$ cat src/rtl/apb_pkg.sv
// Shared types and helpers for the APB4 register bank: FSM state encoding,
// privilege bit position, and byte-strobe merge.
package apb_pkg;

    typedef enum logic {IDLE, ACCESS} apb_state_e;

    localparam int unsigned APB_PROT_PRIV_BIT = 0;
    localparam int unsigned WAIT_CNT_W        = 4;

    // Operates on the widest legal bus (32 bits); narrower buses zero-extend and truncate.
    function automatic logic [31:0] strb_merge(input logic [31:0] old,
                                               input logic [31:0] wdata,
                                               input logic [3:0]  strb);
        logic [31:0] res;
        res = old;
        for (int b = 0; b < 4; b++) begin
            if (strb[b]) res[8*b +: 8] = wdata[8*b +: 8];
        end
        return res;
    endfunction

endpackage

$ cat src/rtl/apb4_slv_fsm.sv
// APB4 setup/access sequencer: latches the transfer fields at setup, counts wait
// states, detects aborts and flags the completion cycle.
module apb4_slv_fsm
    import apb_pkg::*;
#(
    parameter int unsigned ADDR_W      = 12,
    parameter int unsigned DATA_W      = 32,
    parameter int unsigned WAIT_STATES = 0
) (
    input  logic                pclk_i,
    input  logic                rst_ni,
    input  logic                psel_i,
    input  logic                penable_i,
    input  logic [ADDR_W-1:0]   paddr_i,
    input  logic                pwrite_i,
    input  logic [DATA_W-1:0]   pwdata_i,
    input  logic [DATA_W/8-1:0] pstrb_i,
    input  logic [2:0]          pprot_i,
    output logic                ready_o,
    output logic                complete_o,
    output logic [ADDR_W-1:0]   addr_o,
    output logic                write_o,
    output logic [DATA_W-1:0]   wdata_o,
    output logic [DATA_W/8-1:0] strb_o,
    output logic                priv_o
);

    localparam logic [WAIT_CNT_W-1:0] WaitInit = WAIT_CNT_W'(WAIT_STATES);

    apb_state_e              state_q;
    logic [WAIT_CNT_W-1:0]   cnt_q;
    logic [ADDR_W-1:0]       addr_q;
    logic                    write_q;
    logic [DATA_W-1:0]       wdata_q;
    logic [DATA_W/8-1:0]     strb_q;
    logic                    priv_q;
    logic [1:0]              unused_prot;

    assign unused_prot = pprot_i[2:1];

    always_ff @(posedge pclk_i) begin
        if (!rst_ni) begin
            state_q <= IDLE;
            cnt_q   <= '0;
            addr_q  <= '0;
            write_q <= 1'b0;
            wdata_q <= '0;
            strb_q  <= '0;
            priv_q  <= 1'b0;
        end else begin
            case (state_q)
                IDLE: begin
                    if (psel_i && !penable_i) begin
                        addr_q  <= paddr_i;
                        write_q <= pwrite_i;
                        wdata_q <= pwdata_i;
                        strb_q  <= pstrb_i;
                        priv_q  <= pprot_i[APB_PROT_PRIV_BIT];
                        cnt_q   <= WaitInit;
                        state_q <= ACCESS;
                    end
                end
                ACCESS: begin
                    // A dropped psel abandons the transfer regardless of the counter.
                    if (!psel_i) begin
                        state_q <= IDLE;
                    end else if (cnt_q != '0) begin
                        cnt_q <= cnt_q - 1'b1;
                    end else if (penable_i) begin
                        state_q <= IDLE;
                    end
                end
                default: state_q <= IDLE;
            endcase
        end
    end

    assign ready_o    = (state_q == ACCESS) && (cnt_q == '0);
    assign complete_o = ready_o && psel_i && penable_i;
    assign addr_o     = addr_q;
    assign write_o    = write_q;
    assign wdata_o    = wdata_q;
    assign strb_o     = strb_q;
    assign priv_o     = priv_q;

endmodule

$ cat src/rtl/apb4_slave_regbank.sv
// APB4 completer owning NUM_REGS registers with byte-strobe writes, read-only
// hardware-sourced registers, privilege checking and per-register write pulses.
module apb4_slave_regbank
    import apb_pkg::*;
#(
    parameter int unsigned          ADDR_W      = 12,
    parameter int unsigned          DATA_W      = 32,
    parameter int unsigned          NUM_REGS    = 16,
    parameter int unsigned          WAIT_STATES = 0,
    parameter logic [NUM_REGS-1:0]  RO_MASK     = '0,
    parameter logic [NUM_REGS-1:0]  PRIV_MASK   = '0,
    parameter logic [DATA_W-1:0]    RST_VAL     = '0
) (
    input  logic                         pclk,
    input  logic                         rst_n,
    input  logic [ADDR_W-1:0]            paddr,
    input  logic                         psel,
    input  logic                         penable,
    input  logic                         pwrite,
    input  logic [DATA_W-1:0]            pwdata,
    input  logic [DATA_W/8-1:0]          pstrb,
    input  logic [2:0]                   pprot,
    output logic [DATA_W-1:0]            prdata,
    output logic                         pready,
    output logic                         pslverr,
    output logic [NUM_REGS*DATA_W-1:0]   regs_o,
    input  logic [NUM_REGS*DATA_W-1:0]   hw_rdata_i,
    output logic [NUM_REGS-1:0]          wr_pulse_o
);

    localparam int unsigned       Lsb     = $clog2(DATA_W / 8);
    localparam logic [ADDR_W-1:0] LowMask = ADDR_W'((1 << Lsb) - 1);

    logic                  ready;
    logic                  complete;
    logic [ADDR_W-1:0]     lat_addr;
    logic                  lat_write;
    logic [DATA_W-1:0]     lat_wdata;
    logic [DATA_W/8-1:0]   lat_strb;
    logic                  lat_priv;

    apb4_slv_fsm #(
        .ADDR_W      (ADDR_W),
        .DATA_W      (DATA_W),
        .WAIT_STATES (WAIT_STATES)
    ) u_fsm (
        .pclk_i     (pclk),
        .rst_ni     (rst_n),
        .psel_i     (psel),
        .penable_i  (penable),
        .paddr_i    (paddr),
        .pwrite_i   (pwrite),
        .pwdata_i   (pwdata),
        .pstrb_i    (pstrb),
        .pprot_i    (pprot),
        .ready_o    (ready),
        .complete_o (complete),
        .addr_o     (lat_addr),
        .write_o    (lat_write),
        .wdata_o    (lat_wdata),
        .strb_o     (lat_strb),
        .priv_o     (lat_priv)
    );

    logic [DATA_W-1:0]   regs_q [NUM_REGS];
    logic [DATA_W-1:0]   regs_d [NUM_REGS];
    logic [NUM_REGS-1:0] wr_pulse_q, wr_pulse_d;
    logic [31:0]         idx;
    logic                in_range, unaligned, sel_ro, sel_priv, err, wr_en;
    logic [DATA_W-1:0]   rd_val;
    logic [31:0]         merged;

    assign idx       = 32'(lat_addr >> Lsb);
    assign in_range  = idx < 32'(NUM_REGS);
    assign unaligned = |(lat_addr & LowMask);

    always_comb begin
        sel_ro   = 1'b0;
        sel_priv = 1'b0;
        rd_val   = '0;
        for (int i = 0; i < NUM_REGS; i++) begin
            if (idx == 32'(i)) begin
                sel_ro   = RO_MASK[i];
                sel_priv = PRIV_MASK[i];
                rd_val   = RO_MASK[i] ? hw_rdata_i[i*DATA_W +: DATA_W] : regs_q[i];
            end
        end
    end

    assign err   = !in_range || unaligned || (lat_write && sel_ro) || (sel_priv && !lat_priv);
    assign wr_en = complete && lat_write && !err;

    // Outputs depend only on FSM state and latched fields, never on live paddr/pwdata.
    assign pready  = ready;
    assign pslverr = ready && err;
    assign prdata  = (ready && !lat_write && !err) ? rd_val : '0;

    always_comb begin
        regs_d     = regs_q;
        wr_pulse_d = '0;
        merged     = '0;
        if (wr_en) begin
            for (int i = 0; i < NUM_REGS; i++) begin
                if (idx == 32'(i) && !RO_MASK[i]) begin
                    merged        = strb_merge(32'(regs_q[i]), 32'(lat_wdata), 4'(lat_strb));
                    regs_d[i]     = merged[DATA_W-1:0];
                    wr_pulse_d[i] = 1'b1;
                end
            end
        end
    end

    always_ff @(posedge pclk) begin
        if (!rst_n) begin
            for (int i = 0; i < NUM_REGS; i++) regs_q[i] <= RST_VAL;
            wr_pulse_q <= '0;
        end else begin
            regs_q     <= regs_d;
            wr_pulse_q <= wr_pulse_d;
        end
    end

    always_comb begin
        regs_o = '0;
        for (int i = 0; i < NUM_REGS; i++) regs_o[i*DATA_W +: DATA_W] = regs_q[i];
    end

    assign wr_pulse_o = wr_pulse_q;

endmodule

$ cat config.mk
export PLATFORM = sky130hd
export DESIGN_NAME = apb4_slave_regbank
export DESIGN_NICKNAME = d
export VERILOG_FILES = /design/src/rtl/apb_pkg.sv /design/src/rtl/apb4_slv_fsm.sv /design/src/rtl/apb4_slave_regbank.sv
export SDC_FILE = /design/constraint.sdc
export NUM_CORES = 2
export LEC_CHECK = 0
export CELL_PAD_IN_SITES_DETAIL_PLACEMENT = 0
export CELL_PAD_IN_SITES_GLOBAL_PLACEMENT = 1
export CORE_AREA = 5 5 441 443
export CTS_CLUSTER_DIAMETER = 60
export DETAILED_ROUTE_END_ITERATION = 6
export DIE_AREA = 0 0 446 448
export GPL_TIMING_DRIVEN = 0
export PLACE_DENSITY = 0.48
export RECOVER_POWER = 50
export SLEW_MARGIN = 5
export SYNTH_ARGS = -nofsm -noshare
export SYNTH_HDL_FRONTEND = slang
export SYNTH_SLANG_ARGS = --single-unit
$ cat constraint.sdc
create_clock -name pclk -period 2.85 [get_ports pclk]
set_input_delay 0.855 -clock pclk [delete_from_list [all_inputs] [get_ports pclk]]
set_output_delay 0.855 -clock pclk [all_outputs]
set_load 0.005 [all_outputs]
# Word-level counts from Yosys, hierarchy flattened
# Index checks and enable logic that the tools add are counted.
op_classes:
  bitwise: 1
  reduce_logical: 85
  add_sub_neg: 1
  n_lt_le_gt_ge: 1
  muxes: 42
  eq_ne: 18
op_table:
  columns: ["cell", "count"]
  rows:
  - ["$mux W32", 17]
  - ["$reduce_and A3 Y1", 65]
  - ["$eq A10 B4 Y1 const B", 8]
  - ["$eq A10 B3 Y1 const B", 4]
  - ["$logic_not A32 Y1", 1]
  - ["$eq A10 B2 Y1 const B", 2]
  - ["$mux W1", 20]
  - ["$mux W4", 3]
  - ["$eq A10 B1 Y1 const B", 1]
  - ["$lt A10 B5 Y1 const B", 1]
  - ["$logic_and A1 B1 Y1", 9]
  - ["$pmux W4 S2", 1]
  - ["$logic_not A1 Y1", 4]
  - ["$logic_not A4 Y1", 1]
  - ["$ne A2 B2 Y1 const B", 2]
  - ["$reduce_and A2 Y1", 2]
  - ["$reduce_bool A4 Y1", 1]
  - ["$sub A4 B1 Y4 const B", 1]
  - ["$ne A2 B1 Y1 const B", 1]
  - ["$pmux W1 S2", 1]
  - ["$reduce_or A2 Y1", 1]
  - ["$logic_or A1 B1 Y1", 1]
  - ["$not A1 Y1", 1]
word_totals:
  inputBits: 568
  word_cells: 219
  ff_bits: 582

# Depth between registers and ports, before layout
logic_depth:
  ltp_word: 18
  mapped_depth: 10
  depth_no_buf: 7

# Cells and area by module
# Synthesis repeated with hierarchy kept, for this count alone.
unflattened:
  cells_unflattened: 3395
  hier_area_um2: 27218.6
by_module_without_submodules:
  columns: ["mod", "cells_each", "instances", "area_per_inst_um2"]
  rows:
  - ["apb4_slave_regbank", 3145, 1, 25209.2]
  - ["apb4_slv_fsm", 250, 1, 2009.4]

# Least setup slack after synthesis
# OpenSTA, ideal clock, no wires.
synth_path:
  kind: "register to output"
  from: "register u_fsm.addr_q[3], in the netlist u_fsm.addr_o[3]"
  to: "output prdata[26]"
  slack_ns: -0.192
  t_required_ns: 1.995
  path_stages_with_launch: 9
  t_arrival_ns: 2.187
  path_cell_list: "dfxtp_1 > buf_2 > buf_1 > clkbuf_1 > mux2_2 > a222oi_1 > o22ai_1 > a32oi_1 > a21oi_1"
synth_via:
  elab_chain_cells: 18
  elab_cells_between_ends: 38
  classes_between: "1 x order compare; 15 x eq/ne; 17 x mux; 5 x reduce/logical"
synth_lines:
  columns: ["element", "line", "source"]
  rows:
  - ["start, declared", "apb4_slv_fsm.sv:32", "logic [ADDR_W-1:0] addr_q;"]
  - ["start signal, assigned", "apb4_slv_fsm.sv:54", "addr_q <= paddr_i;"]
  - ["$logic_not A32 Y1", "apb4_slave_regbank.sv:82", "if (idx == 32'(i)) begin"]
  - ["$mux W32 (16 in a row)", "apb4_slave_regbank.sv:82", null]
  - ["$mux W32 (*)", "apb4_slave_regbank.sv:96", "assign prdata = (ready && !lat_write && !err) ? rd_val : '0;"]
  - ["end, declared", "apb4_slave_regbank.sv:23", "output logic [DATA_W-1:0] prdata,"]
# Every way passes the cells marked *; elsewhere a longest branch is shown, timed or not.

# Worst setup path in the final report
layout_path:
  from: "register u_fsm.addr_q[8], in the netlist u_fsm.addr_o[8]"
  to: "output prdata[26]"
# Same word-level chain as after synthesis.

==> flow_summary.toml <==
[run_status]
status = "complete, but fails checks"
violations = "negative setup slack"

[routing]
avgViaCountPerCell = 4.95
dr.pass1.iters = 6
drt_iter0_markers = 4562
drc = 0
ant_nets = 0
route.vias.total = 34600
routed_wirelength_um = 278000
post_drt_wl_per_cell_um = 39.8

[worst_setup_path]
r2r_cells = 13
cp_max_fo = 10
required_ns = 2.00
cp.arrival_ns = 3.36
crit_path_end_kind = "primary output"
start_kind = "flop"
crit_type = "reg2out"
regToRegSetupSlack_ns = -0.24

[clock_network]
clk_root_buffer_cell = "clkbuf_16"
clockBufferDepth = 3
clk_pin_slew_worst_paths_ns = 0.06
cts_buffers = 86
insertion_delay_ns = 0.72
cts_hold_buffers = 0
cts_max_level = 3
cts_sinks = 582
cts_tree = "built"

[grt]
grt.total_usage = 0.264
grt_max_degree = 13
antenna_found_initial = 39
gr-total-overflow = 0
grt_pass1_wl_um = 345000
grt_pass1_vias = 32100

[synthesis]
synth-edff-count = 0
yosys_register_bits = 582
ys_seq_area_frac = 0.422
ys_warn_count = 0
synth_nets = 4078
synth_most_common_cell = "nand2_1"
synth_top_area_cell = "dfxtp_1"
synthArstFlopShare = 0
ys_types = 64
syn_area_mm2 = 0.0276
synthFlopType = "dfxtp_1"
yosysTopAreaCellShare = 0.422
synth.avg_cell_area_um2 = 7.87
synthTopCellsByCount = "nand2_1 (745), dfxtp_1 (582), nand3_1 (531)"
netlist_instances = 3509
synth.area.top_cells = "dfxtp_1 (42%), a21boi_0 (14%), nand2_1 (10%)"

[floorplan]
die_area_mm2 = 0.200
core-area_mm2 = 0.190
initial_core_util = 0.146
die_w_um = 446
fp.dieH_um = 448
rows = 160
io_pins = 1130

[min_path]
whs_path_depth = 2
hold_path_class = "reg2reg"

[sta]
worstMarginPinSlew_ns = 1.45
finClkSkew_ns = 0.0435
hold_viol_final = 0
drv_slew = 0
fmax_mhz = 238
period_needed_ns = 4.21
period_share = 1.48
finalSetupViolations = 337
grt_setup_unrepaired = "true"
worst_slack_ns = -1.36
setup_tns_ns = -65.40
relSlewSlack = 0.0354

[cells_and_area]
nets = 4970
layout-drive-gt1-share = 0.206
area_growth_syn_to_layout_pct = 64.7
finalNonFillerCells = 7001

[placement]
placed_cells = 6643
io_buffers = 613
hpwl_um = 222000
gp_congestion = 0.968

[power]
ir_worst_vdd_v = 0.000389
p_leak_uw = 0.0159
powerDensity_mw_per_mm2 = 497
total_power_uw = 22600

[run]
max_cap_violations = 0
[cells in the final DEF (no fill, tap or decap), types with 67 or more instances in the layout]
master and instances:
clkdlybuf4s50_1 157, dfxtp_1 573, o21ai_0 69, dlygate4sd3_1 405, nand2_1 683, buf_4 118
nand3_1 519, clkbuf_16 118, a21boi_0 520, a21oi_1 72, nor2_1 73, clkbuf_2 67
clkbuf_1 176
[metal layers]
metal / GRT usage / vias to the layer above / wire length, µm
li1: - / 14200 / -
met1: 0.328 / 17400 / 110000
met2: 0.373 / 2425 / 109000
met3: 0.129 / 582 / 39400
met4: 0.141 / 6 / 20000
met5: 0 / - / 29
[kinds of logic after synthesis]
kind of cell / Yosys count / synth area share
xor gates and xnor gates: 3 / 0.000952
adders and majority gates: 1 / 0.000453
buffers and inverters: 371 / 0.0527
AOI/OAI and AO/OA: 998 / 0.255
and+or+nand+nor: 1482 / 0.238
muxes: 72 / 0.0303
DFF: 582 / 0.422
[layout make-up]
| cell class | count | area, µm² |
|---|---|---|
| fill | 20800 | 144000 |
| timing repair buffer | 814 | 8170 |
| clock inverter | 42 | 566 |
| clock buffer | 117 | 2410 |
| tap | 2511 | 3140 |
| inverter | 11 | 52.6 |
| buffer | 350 | 2850 |
| multi-input combinational | 2556 | 16600 |
| sequential | 582 | 11700 |
| antenna | 18 | 45.0 |
[worst max-delay path, cell delays in order (launching register included)]
cell	delay (ns)
dfxtp_1	0.31
clkbuf_1	0.11
nor4_2	0.30
buf_6	0.20
buf_6	0.15
nand3_2	0.21
nor2_4	0.21
clkbuf_4	0.32
clkbuf_8	0.28
a32oi_2	0.12
a21oi_4	0.28
buf_2	0.17
[stage by stage]
| step | hold slack [ns] | setup slack, ns | cell area [µm²] | utilization |
|---|---|---|---|---|
| global placement | 0.459 | -4.55 | 36900 | 0.195 |
| floorplan | 0.443 | 0.00676 | 27600 | - |
| finish | 0.466 | -1.36 | 45500 | 0.240 |
| global route | 0.498 | -1.38 | 45400 | 0.240 |
| detailed placement | 0.464 | -3.84 | 37100 | 0.196 |
| CTS | 0.470 | -1.35 | 44300 | 0.233 |
[registers in the layout, indices dropped and copies added (netlist names)]
name and flops:
wr_pulse_o 16, u_fsm.cnt_q 4, u_fsm.state_q 1, u_fsm.strb_o 4
u_fsm.wdata_o 32, u_fsm.addr_o 12, u_fsm.write_o 1, regs_o 512
[report_power, final]
part | switching (µW) | internal [µW] | leakage, µW
clock | 4680 | 6800 | 0.00141
combinational | 1920 | 1020 | 0.00983
sequential | 24.4 | 8170 | 0.00470
[timing repair]
action / CTS / global route
buffers inserted: 140 / 53
pin swaps: 110 / 80
gates resized for setup: 871 / 294
endpoints found under the setup margin: 591 / 287
endpoints found under the hold margin: 0 / 0
cloned: 5 / 2
[path summary, 6_finish.rpt]
check / to / start
max: prdata[26] / u_fsm.addr_o[8]
min: regs_o[200] / regs_o[200]
max reg2reg: regs_o[271] / u_fsm.addr_o[8]
min reg2reg: regs_o[200] / regs_o[200]
Power figures use the tool's default switching activity.
